**src/rtl/err_feedback_unit_pkg.sv**
```systemverilog
// Shared types and defaults for the error-feedback unit: FSM encoding and sizing helpers.
package err_feedback_unit_pkg;

  localparam int unsigned DEF_WIDTH = 16;
  localparam int unsigned DEF_QP    = 12;
  localparam int unsigned DEF_NTAPS = 8;
  localparam int unsigned DEF_GUARD = 4;

  typedef enum logic [2:0] {
    S_IDLE  = 3'd0,
    S_ACCUM = 3'd1,
    S_SUM   = 3'd2,
    S_ERR   = 3'd3,
    S_DONE  = 3'd4
  } state_e;

  // Counter must reach NTAPS+2 so an over-long sample is still distinguishable from NTAPS.
  function automatic int unsigned cnt_width(input int unsigned ntaps);
    return $clog2(ntaps + 2);
  endfunction

endpackage

```
**src/rtl/err_feedback_unit_q_round_sat.sv**
```systemverilog
// Combinational two's-complement saturator, WIDTH_IN -> WIDTH bits (same binary point).
module q_round_sat #(
  parameter int unsigned WIDTH_IN = 17,
  parameter int unsigned WIDTH    = 16
) (
  input  logic [WIDTH_IN-1:0] din_i,
  output logic [WIDTH-1:0]    dout_o
);

  localparam int unsigned HB = WIDTH_IN - WIDTH + 1;
  localparam logic [WIDTH-1:0] SAT_MAX = {1'b0, {(WIDTH-1){1'b1}}};
  localparam logic [WIDTH-1:0] SAT_MIN = {1'b1, {(WIDTH-1){1'b0}}};

  logic [HB-1:0] hi;
  assign hi = din_i[WIDTH_IN-1 -: HB];

  // Value fits when all bits above the output sign bit agree with it.
  always_comb begin
    dout_o = din_i[WIDTH-1:0];
    if ((hi != {HB{1'b0}}) && (hi != {HB{1'b1}})) begin
      dout_o = din_i[WIDTH_IN-1] ? SAT_MIN : SAT_MAX;
    end
  end

endmodule

```
**src/rtl/err_feedback_unit.sv**
```systemverilog
// Accumulates per-tap products into y, forms e = d - y, and broadcasts rounded mu*e to the taps.
module err_feedback_unit
  import err_feedback_unit_pkg::*;
#(
  parameter int unsigned WIDTH = DEF_WIDTH,
  parameter int unsigned QP    = DEF_QP,
  parameter int unsigned NTAPS = DEF_NTAPS,
  parameter int unsigned GUARD = DEF_GUARD
) (
  input  logic             clk,
  input  logic             reset,
  input  logic [WIDTH-1:0] tap_in,
  input  logic             tap_valid,
  input  logic             tap_last,
  input  logic [WIDTH-1:0] desired,
  input  logic [WIDTH-1:0] mu,
  output logic [WIDTH-1:0] y_out,
  output logic [WIDTH-1:0] error_out,
  output logic [WIDTH-1:0] mu_a_error_d,
  output logic             err_valid,
  output logic             busy,
  output logic             count_err,
  output logic             overrun
);

  localparam int unsigned AW = WIDTH + GUARD;
  localparam int unsigned PW = 2 * WIDTH;
  localparam int unsigned CW = cnt_width(NTAPS);
  localparam logic signed [PW-1:0] RND = PW'(1) <<< (QP - 1);

  state_e            state_q;
  logic [AW-1:0]     acc_q;
  logic [CW-1:0]     cnt_q;
  logic [WIDTH-1:0]  d_q;
  logic [WIDTH-1:0]  mu_q;
  logic [WIDTH-1:0]  y_q;
  logic [WIDTH-1:0]  error_q;
  logic [WIDTH-1:0]  mu_err_q;
  logic              err_valid_q;
  logic              busy_q;
  logic              count_err_q;
  logic              overrun_q;

  logic [AW-1:0]        tap_ext;
  logic [CW-1:0]        cnt_inc;
  logic [WIDTH-1:0]     y_sat;
  logic [WIDTH:0]       diff;
  logic [WIDTH-1:0]     e_sat;
  logic signed [PW-1:0] prod;
  logic signed [PW-1:0] prod_rnd;
  logic                 unused_prod_bits;

  assign tap_ext = {{GUARD{tap_in[WIDTH-1]}}, tap_in};
  assign cnt_inc = cnt_q + CW'(1);
  assign diff    = {d_q[WIDTH-1], d_q} - {y_q[WIDTH-1], y_q};

  q_round_sat #(.WIDTH_IN(AW), .WIDTH(WIDTH)) u_sat_y (
    .din_i  (acc_q),
    .dout_o (y_sat)
  );

  q_round_sat #(.WIDTH_IN(WIDTH + 1), .WIDTH(WIDTH)) u_sat_e (
    .din_i  (diff),
    .dout_o (e_sat)
  );

  // Rounding kept bit-identical to the tap product path: add half LSB, truncate, no saturation.
  assign prod     = $signed(error_q) * $signed(mu_q);
  assign prod_rnd = prod + RND;
  assign unused_prod_bits = ^{prod_rnd[PW-1:QP+WIDTH], prod_rnd[QP-1:0]};

  always_ff @(posedge clk or negedge reset) begin
    if (!reset) begin
      state_q     <= S_IDLE;
      acc_q       <= '0;
      cnt_q       <= '0;
      d_q         <= '0;
      mu_q        <= '0;
      y_q         <= '0;
      error_q     <= '0;
      mu_err_q    <= '0;
      err_valid_q <= 1'b0;
      busy_q      <= 1'b0;
      count_err_q <= 1'b0;
      overrun_q   <= 1'b0;
    end else begin
      err_valid_q <= 1'b0;
      case (state_q)
        S_IDLE: begin
          if (tap_valid) begin
            acc_q <= tap_ext;
            cnt_q <= CW'(1);
            if (tap_last) begin
              d_q     <= desired;
              mu_q    <= mu;
              busy_q  <= 1'b1;
              state_q <= S_SUM;
              if (CW'(1) != CW'(NTAPS)) count_err_q <= 1'b1;
            end else begin
              state_q <= S_ACCUM;
            end
          end
        end
        S_ACCUM: begin
          if (tap_valid) begin
            acc_q <= acc_q + tap_ext;
            if (cnt_q <= CW'(NTAPS)) cnt_q <= cnt_inc;
            if (tap_last) begin
              d_q     <= desired;
              mu_q    <= mu;
              busy_q  <= 1'b1;
              state_q <= S_SUM;
              if (cnt_inc != CW'(NTAPS)) count_err_q <= 1'b1;
            end else if (cnt_inc > CW'(NTAPS)) begin
              count_err_q <= 1'b1;
            end
          end
        end
        S_SUM: begin
          y_q     <= y_sat;
          state_q <= S_ERR;
        end
        S_ERR: begin
          error_q <= e_sat;
          state_q <= S_DONE;
        end
        S_DONE: begin
          mu_err_q    <= prod_rnd[QP +: WIDTH];
          err_valid_q <= 1'b1;
          busy_q      <= 1'b0;
          state_q     <= S_IDLE;
        end
        default: begin
          busy_q  <= 1'b0;
          state_q <= S_IDLE;
        end
      endcase
      // Products arriving while the sample is being finalised are dropped.
      if (busy_q && tap_valid) overrun_q <= 1'b1;
    end
  end

  assign y_out        = y_q;
  assign error_out    = error_q;
  assign mu_a_error_d = mu_err_q;
  assign err_valid    = err_valid_q;
  assign busy         = busy_q;
  assign count_err    = count_err_q;
  assign overrun      = overrun_q;

endmodule

```
**config.mk**
```make
export PLATFORM = sky130hd
export DESIGN_NAME = err_feedback_unit
export DESIGN_NICKNAME = d
export VERILOG_FILES = /design/src/rtl/err_feedback_unit_pkg.sv /design/src/rtl/err_feedback_unit_q_round_sat.sv /design/src/rtl/err_feedback_unit.sv
export SDC_FILE = /design/constraint.sdc
export NUM_CORES = 1
export LEC_CHECK = 0
export CAP_MARGIN = 25
export CELL_PAD_IN_SITES_DETAIL_PLACEMENT = 2
export CELL_PAD_IN_SITES_GLOBAL_PLACEMENT = 2
export CORE_MARGIN = 2
export CORE_UTILIZATION = 30
export CTS_BUF_LIST = sky130_fd_sc_hd__clkbuf_4
export DETAILED_ROUTE_END_ITERATION = 7
export DONT_BUFFER_PORTS = 1
export PLACE_DENSITY_LB_ADDON = 0.2
export RECOVER_POWER = 100
export SLEW_MARGIN = 15
export SYNTH_ARGS = -nofsm -noshare
export SYNTH_HDL_FRONTEND = slang
export SYNTH_HIERARCHICAL = 1
export SYNTH_SLANG_ARGS = --single-unit
```
**constraint.sdc**
```tcl
create_clock -name clk -period 11.09 [get_ports clk]
set_clock_uncertainty 0.2 [all_clocks]
set_input_delay 2.218 -clock clk [delete_from_list [all_inputs] [get_ports clk]]
set_output_delay 2.218 -clock clk [all_outputs]
set_load 0.03 [all_outputs]
```
## Word-level counts from Yosys, hierarchy flattened

Cells that the tools add are included.

- Register bits: 111
- Input bits: 52
- Logic and storage cells: 76
- Output and inout port bits: 52

- Bitwise logic cells: 1
- $lt $le $gt $ge: 2
- $mul: 1
- Muxes and demuxes: 25
- Reduce and logical (&&, ||, !) cells: 15
- Add/sub/neg operators: 4
- Equal/unequal tests: 16

Operators with widths:

| cell | number |
|---|---|
| $mux 16 | 4 |
| $mux 20 | 2 |
| $pmux 20 s2 | 1 |
| $add 28x13->28 const B | 1 |
| $mul 16x16->28 | 1 |
| $add 20x20->20 | 1 |
| $sub 16x16->17 | 1 |
| $mux 4 | 3 |
| $ne 2x2->1 const B | 6 |
| $pmux 3 s4 | 1 |
| $reduce_and 3->1 | 4 |
| $mux 3 | 3 |
| $pmux 4 s2 | 1 |
| $mux 1 | 7 |
| $eq 3x2->1 const B | 2 |
| $ne 3x3->1 const B | 2 |
| $reduce_and 6->1 | 1 |
| $ne 5x5->1 const B | 1 |
| $reduce_bool 5->1 | 1 |
| $add 4x1->4 const B | 1 |
| $gt 4x4->1 const B | 1 |
| $le 4x4->1 const B | 1 |
| $ne 2x1->1 const B | 2 |
| $ne 4x4->1 const B | 1 |
| other kinds (10) | 15 |

## Depth between registers and ports, before layout

- Depth after elaboration: 6
- Gate-level depth with buffers: 24
- Gate-level depth less buffers: 23

## Modules after synthesis

The synthesis kept the hierarchy.

By module, submodules not included:

| module | area an instance (µm²) | sequential area each (µm²) | times used | cells an instance |
|---|---|---|---|---|
| err_feedback_unit | 14282.4 | 2777.7 | 1 | 1533 |
| q_round_sat at u_sat_y | 470.5 | 0.0 | 1 | 60 |
| q_round_sat at u_sat_e | 215.2 | 0.0 | 1 | 38 |

## Least setup slack after synthesis

Ideal clock, no wire load.

- Kind: register to register
- Start: reg error_q[7] (netlist: error_out[7])
- End: reg mu_err_q[14] (netlist: mu_a_error_d[14])
- Required time: 10.765 ns
- Setup time: 0.125 ns
- Clock period less this slack: 6.379 ns
- Path buffers: 1
- Setup slack: 4.711 ns
- Arrival: 6.054 ns
- Stages on the path, launching flop included: 23
- Cells stage by stage: dfrtp_1 clkbuf_1 nand2_1 fa_1 inv_1 fa_1 inv_1 fa_1 inv_1 fa_1 fa_1 inv_1 fa_1 inv_1 ha_1 nand2_1 or3_4 o211a_1 o31a_1 o211ai_2 a21oi_1 xnor2_1 mux2_2

- Cells in the longest elaborated chain, start to end: 2

RTL lines:

| item | RTL line | text |
|---|---|---|
| start, declared | err_feedback_unit.sv:37 | `logic [WIDTH-1:0] error_q;` |
| start signal, assigned | err_feedback_unit.sv:124 | `error_q <= e_sat;` |
| $mul 16x16->28 | err_feedback_unit.sv:68 | `assign prod = $signed(error_q) * $signed(mu_q);` |
| $add 28x13->28 | err_feedback_unit.sv:69 | `assign prod_rnd = prod + RND;` |
| end signal, assigned | err_feedback_unit.sv:128 | `mu_err_q <= prod_rnd[QP +: WIDTH];` |
| end, declared | err_feedback_unit.sv:38 | `logic [WIDTH-1:0] mu_err_q;` |

Every way passes these cells.
A chain may end at the register's enable or synchronous reset.

## Worst setup path in the final report

- Start: reg error_q[6] (netlist: error_out[6])
- End: reg mu_err_q[15] (netlist: mu_a_error_d[15])

Same word-level chain as after synthesis.

==> impl_metrics.csv <==
group,metric,value,unit
outcome,outcome,"finished, violations left",
outcome,failed_checks,"max-capacitance violations, max-slew violations",
logic_synthesis,synth.distinct_cells,68,
floorplanning,die-width,227,µm
setup_path,path_common_cell,"sky130_fd_sc_hd__fa_1",
clock_tree,clock_tree.htree_level_count,3,
timing,report.final.hold_viol_count,0,
setup_path,cpPeakStageDelay,1.60,ns
timing,max_clock_freq,120,MHz
logic_synthesis,yosys_register_bits,111,
floorplanning,ioPinCount,104,
timing,max_slew.worst_pin.slew,2.33,ns
logic_synthesis,netlist_top_cells_area,"sky130_fd_sc_hd__fa_1, sky130_fd_sc_hd__dfrtp_1, sky130_fd_sc_hd__ha_1",
detailed_routing,drt-initial-drc-count,326,
detailed_routing,dr_total_vias,10900,
setup_path,path_max_fanout,18,
setup_path,crit_arrival,8.61,ns
clock_tree,cts.repair.resized,0,
logic_synthesis,ys_top_cells_by_count,"sky130_fd_sc_hd__inv_1, sky130_fd_sc_hd__nand2_1, sky130_fd_sc_hd__fa_1, sky130_fd_sc_hd__and2_1",
clock_tree,clock_tree.root_cell,"sky130_fd_sc_hd__clkbuf_4",
floorplanning,design.core.area,49100,µm²
timing,final_period_minus_worst_setup_slack,8.32,ns
setup_path,criticalPathCategory,"reg2reg",
global_route,largest_net_degree_at_the_start_of_global_routing,112,
detailed_routing,route.detailed.vias_per_inst,4.80,
logic_synthesis,commonest_register_cell_after_synthesis,"sky130_fd_sc_hd__dfrtp_1",
floorplanning,die_h,227,µm
timing,setup_viol_count_final,0,
placement,dp.final_hpwl,35300,µm
clock_tree,clk_path_buf_depth,2,
floorplanning,initial_utilization,30.5,%
finish,post_route_cells_drive_above_1_share,4.33,%
timing,worst_path_setup_slack_after_routing,2.77,ns
floorplanning,floorplan.rows,81,
global_route,antenna_found_initial,6,
clock_tree,cts_tree,"done",
setup_path,r2r_end,"mu_a_error_d[15]",
logic_synthesis,synthArstFlopShare,100,%
logic_synthesis,synth.avg_cell_area,9.18,µm²
floorplanning,fp.dieArea,51700,µm²
clock_tree,clk-insertion-delay-late,0.64,ns
global_route,grt-ovfl-total,0,
finish,cell_area_after_layout,15600,µm²
logic_synthesis,area_share_of_the_largest_cell_type_after_synthesis,30.9,%
setup_path,crit_path_cell_chain,"clkbuf_1 -> nand2_1 -> fa_1 -> inv_1 -> fa_1 -> ha_1 -> fa_1 -> inv_1 -> fa_1 -> inv_1 -> fa_1 -> ha_1 -> and4_1 -> a2111oi_0 -> o211a_1 -> o31a_1 -> o211ai_1 -> o31a_1 -> xnor2_1 -> o21ai_0",
global_route,grt.total_usage,18.4,%
detailed_routing,drt-total-wl,44700,µm
logic_synthesis,post-synth-top-count-cell,"sky130_fd_sc_hd__inv_1",
logic_synthesis,synth.yosys.seq_area_share,18.6,%
worst_hold_path,hold_path_depth,2,
timing,max_slew_margin,-55.3,%
clock_tree,numClockSinks,111,
setup_path,worst_setup_path_startpoint,"error_out[6]",
placement,finalWeightedCongestion,0.762,
worst_hold_path,hold_class,"reg2reg",
logic_synthesis,synth.cell_area,15000,µm²
timing,count_of_final_max_slew_check_failures,124,
setup_path,regToRegSetupSlack,2.77,ns
setup_path,launch_instance_of_the_worst_register_to_register_path,"error_out[6]",
timing,rsz0062_at_grt,"false",
logic_synthesis,postSynthCellCount,1631,
logic_synthesis,yosysTopAreaCell,"sky130_fd_sc_hd__fa_1",
timing,min_period_over_period,75.0,%
setup_path,worst-r2r-cell-count,20,
clock_tree,cts_inserted_buffers,9,
setup_path,required,11.39,ns
global_route,grt_pass1_vias,12800,
logic_synthesis,postSynthNetCount,2025,
clock_tree,post_cts.repair.setup_buffers,0,
setup_path,destination_of_the_critical_timing_path,"mu_a_error_d[15]",
global_route,grt_pass1_wl,72000,µm
detailed_routing,routed_wire_length_per_instance,19.7,µm
finish,layout.filler_cells,5573,
setup_path,critical_path_source_type,"register",
setup_path,cp-end-kind,"register",
clock_tree,clk_transition_reported_paths,0.24,ns
worst_hold_path,hold_path_startpoint,"error_out[0]",
placement,setup_slack_after_placement,4.03,ns
finish,area_overhead_vs_synth,4.51,%
detailed_routing,detailedRoute.firstPassIterationCount,4,
placement,dpl-instance-area,15600,µm²
detailed_routing,drt.antenna.violating_nets,0,
timing,tns,0,ns
detailed_routing,drt_drc_violations_left,0,
clock_tree,cts_hold_repair.buffers,0,
logic_synthesis,number_of_enable_type_register_cells_in_the_synthesized_netlist,0,
finish,finish.net_count,1984,
logic_synthesis,yosys_warnings,6,
setup_path,critical_path.slowest_cell,"sky130_fd_sc_hd__a2111oi_0",
run,cap_viol_max_count,6,
placement,buffer_ports.inserted,0,
==> cells by family after synthesis <==
family,count (synthesis),share of synthesized area (%)
buffers and inverters,385,10.1
adder cells (fa/ha/maj),342,40.2
flip-flops,111,18.6
XOR/XNOR,56,3.28
multiplexers,33,2.47
AO/OA/AOI/OAI,211,9.50
AND/OR/NAND/NOR,493,15.9
==> per-stage QoR <==
stage	util [%]	cells	hold WS, ns
finish	31.9	2265	0.302
global route	31.9	2264	0.365
CTS	32.1	2258	0.317
global placement	31.8	2242	0.267
detailed placement	31.8	2242	0.270
floorplan	-	1631	0.282
==> routing by layer <==
layer / global-route usage [%] / up-vias / wire length (µm)
met5: 0 / - / 46
met4: 3.98 / 6 / 892
met3: 3.90 / 39 / 1530
met2: 33.8 / 111 / 23000
met1: 22.1 / 5709 / 19200
li1: - / 5003 / -
==> cells in the final DEF, fill, tap and decap left out, types with 13 or more instances in the layout <==
cell type / count
sky130_fd_sc_hd__o21ai_0: 65
sky130_fd_sc_hd__and2_1: 114
sky130_fd_sc_hd__a21oi_1: 55
sky130_fd_sc_hd__inv_1: 312
sky130_fd_sc_hd__mux2_2: 31
sky130_fd_sc_hd__xnor2_1: 47
sky130_fd_sc_hd__dfrtp_1: 111
sky130_fd_sc_hd__clkbuf_1: 13
sky130_fd_sc_hd__a21o_1: 14
sky130_fd_sc_hd__nand4_1: 19
sky130_fd_sc_hd__nor2_1: 52
sky130_fd_sc_hd__fa_1: 231
sky130_fd_sc_hd__nand2_1: 235
sky130_fd_sc_hd__ha_1: 111
==> worst max-delay path, delay by kind of cell (launching register included) <==
family,cells,cell delay (ns)
and+or+nand+nor,2,0.41
adders and majority gates,7,3.00
xor gates and xnor gates,1,0.13
DFF,1,0.37
AOI/OAI and AO/OA,6,2.75
buffers and inverters,4,1.32
==> state kept, by name, indices dropped and copies added, names as in the netlist <==
register / cells
acc_q: 20
d_q: 16
error_out: 16
mu_a_error_d: 16
mu_q: 16
y_out: 16
cnt_q: 4
state_q: 3
busy: 1
count_err: 1
err_valid: 1
overrun: 1
==> how the worst min path moves through the flow <==
stage	to	slack (ns)
detailed placement	error_out[0]	0.27
CTS	error_out[0]	0.32
global placement	error_out[0]	0.27
global route	d_q[15]	0.36
finish	error_out[0]	0.30
floorplan	cnt_q[2]	0.28
==> area by class of cell <==
| class | instances | area [µm²] | area share, % |
|---|---|---|---|
| clock inverters | 7 | 87.6 | 0.560 |
| diodes | 6 | 15.0 | 0.0960 |
| inverters | 315 | 1180 | 7.56 |
| clock buffers | 9 | 67.6 | 0.432 |
| multi-input cells | 1135 | 10600 | 67.7 |
| well taps | 664 | 831 | 5.31 |
| repair buffers | 18 | 90.1 | 0.576 |
| flip-flops and latches | 111 | 2780 | 17.8 |
Power is left out: the tool's default activity adds up to more than one toggle a clock period on the data nets, which glitch-free logic cannot reach.
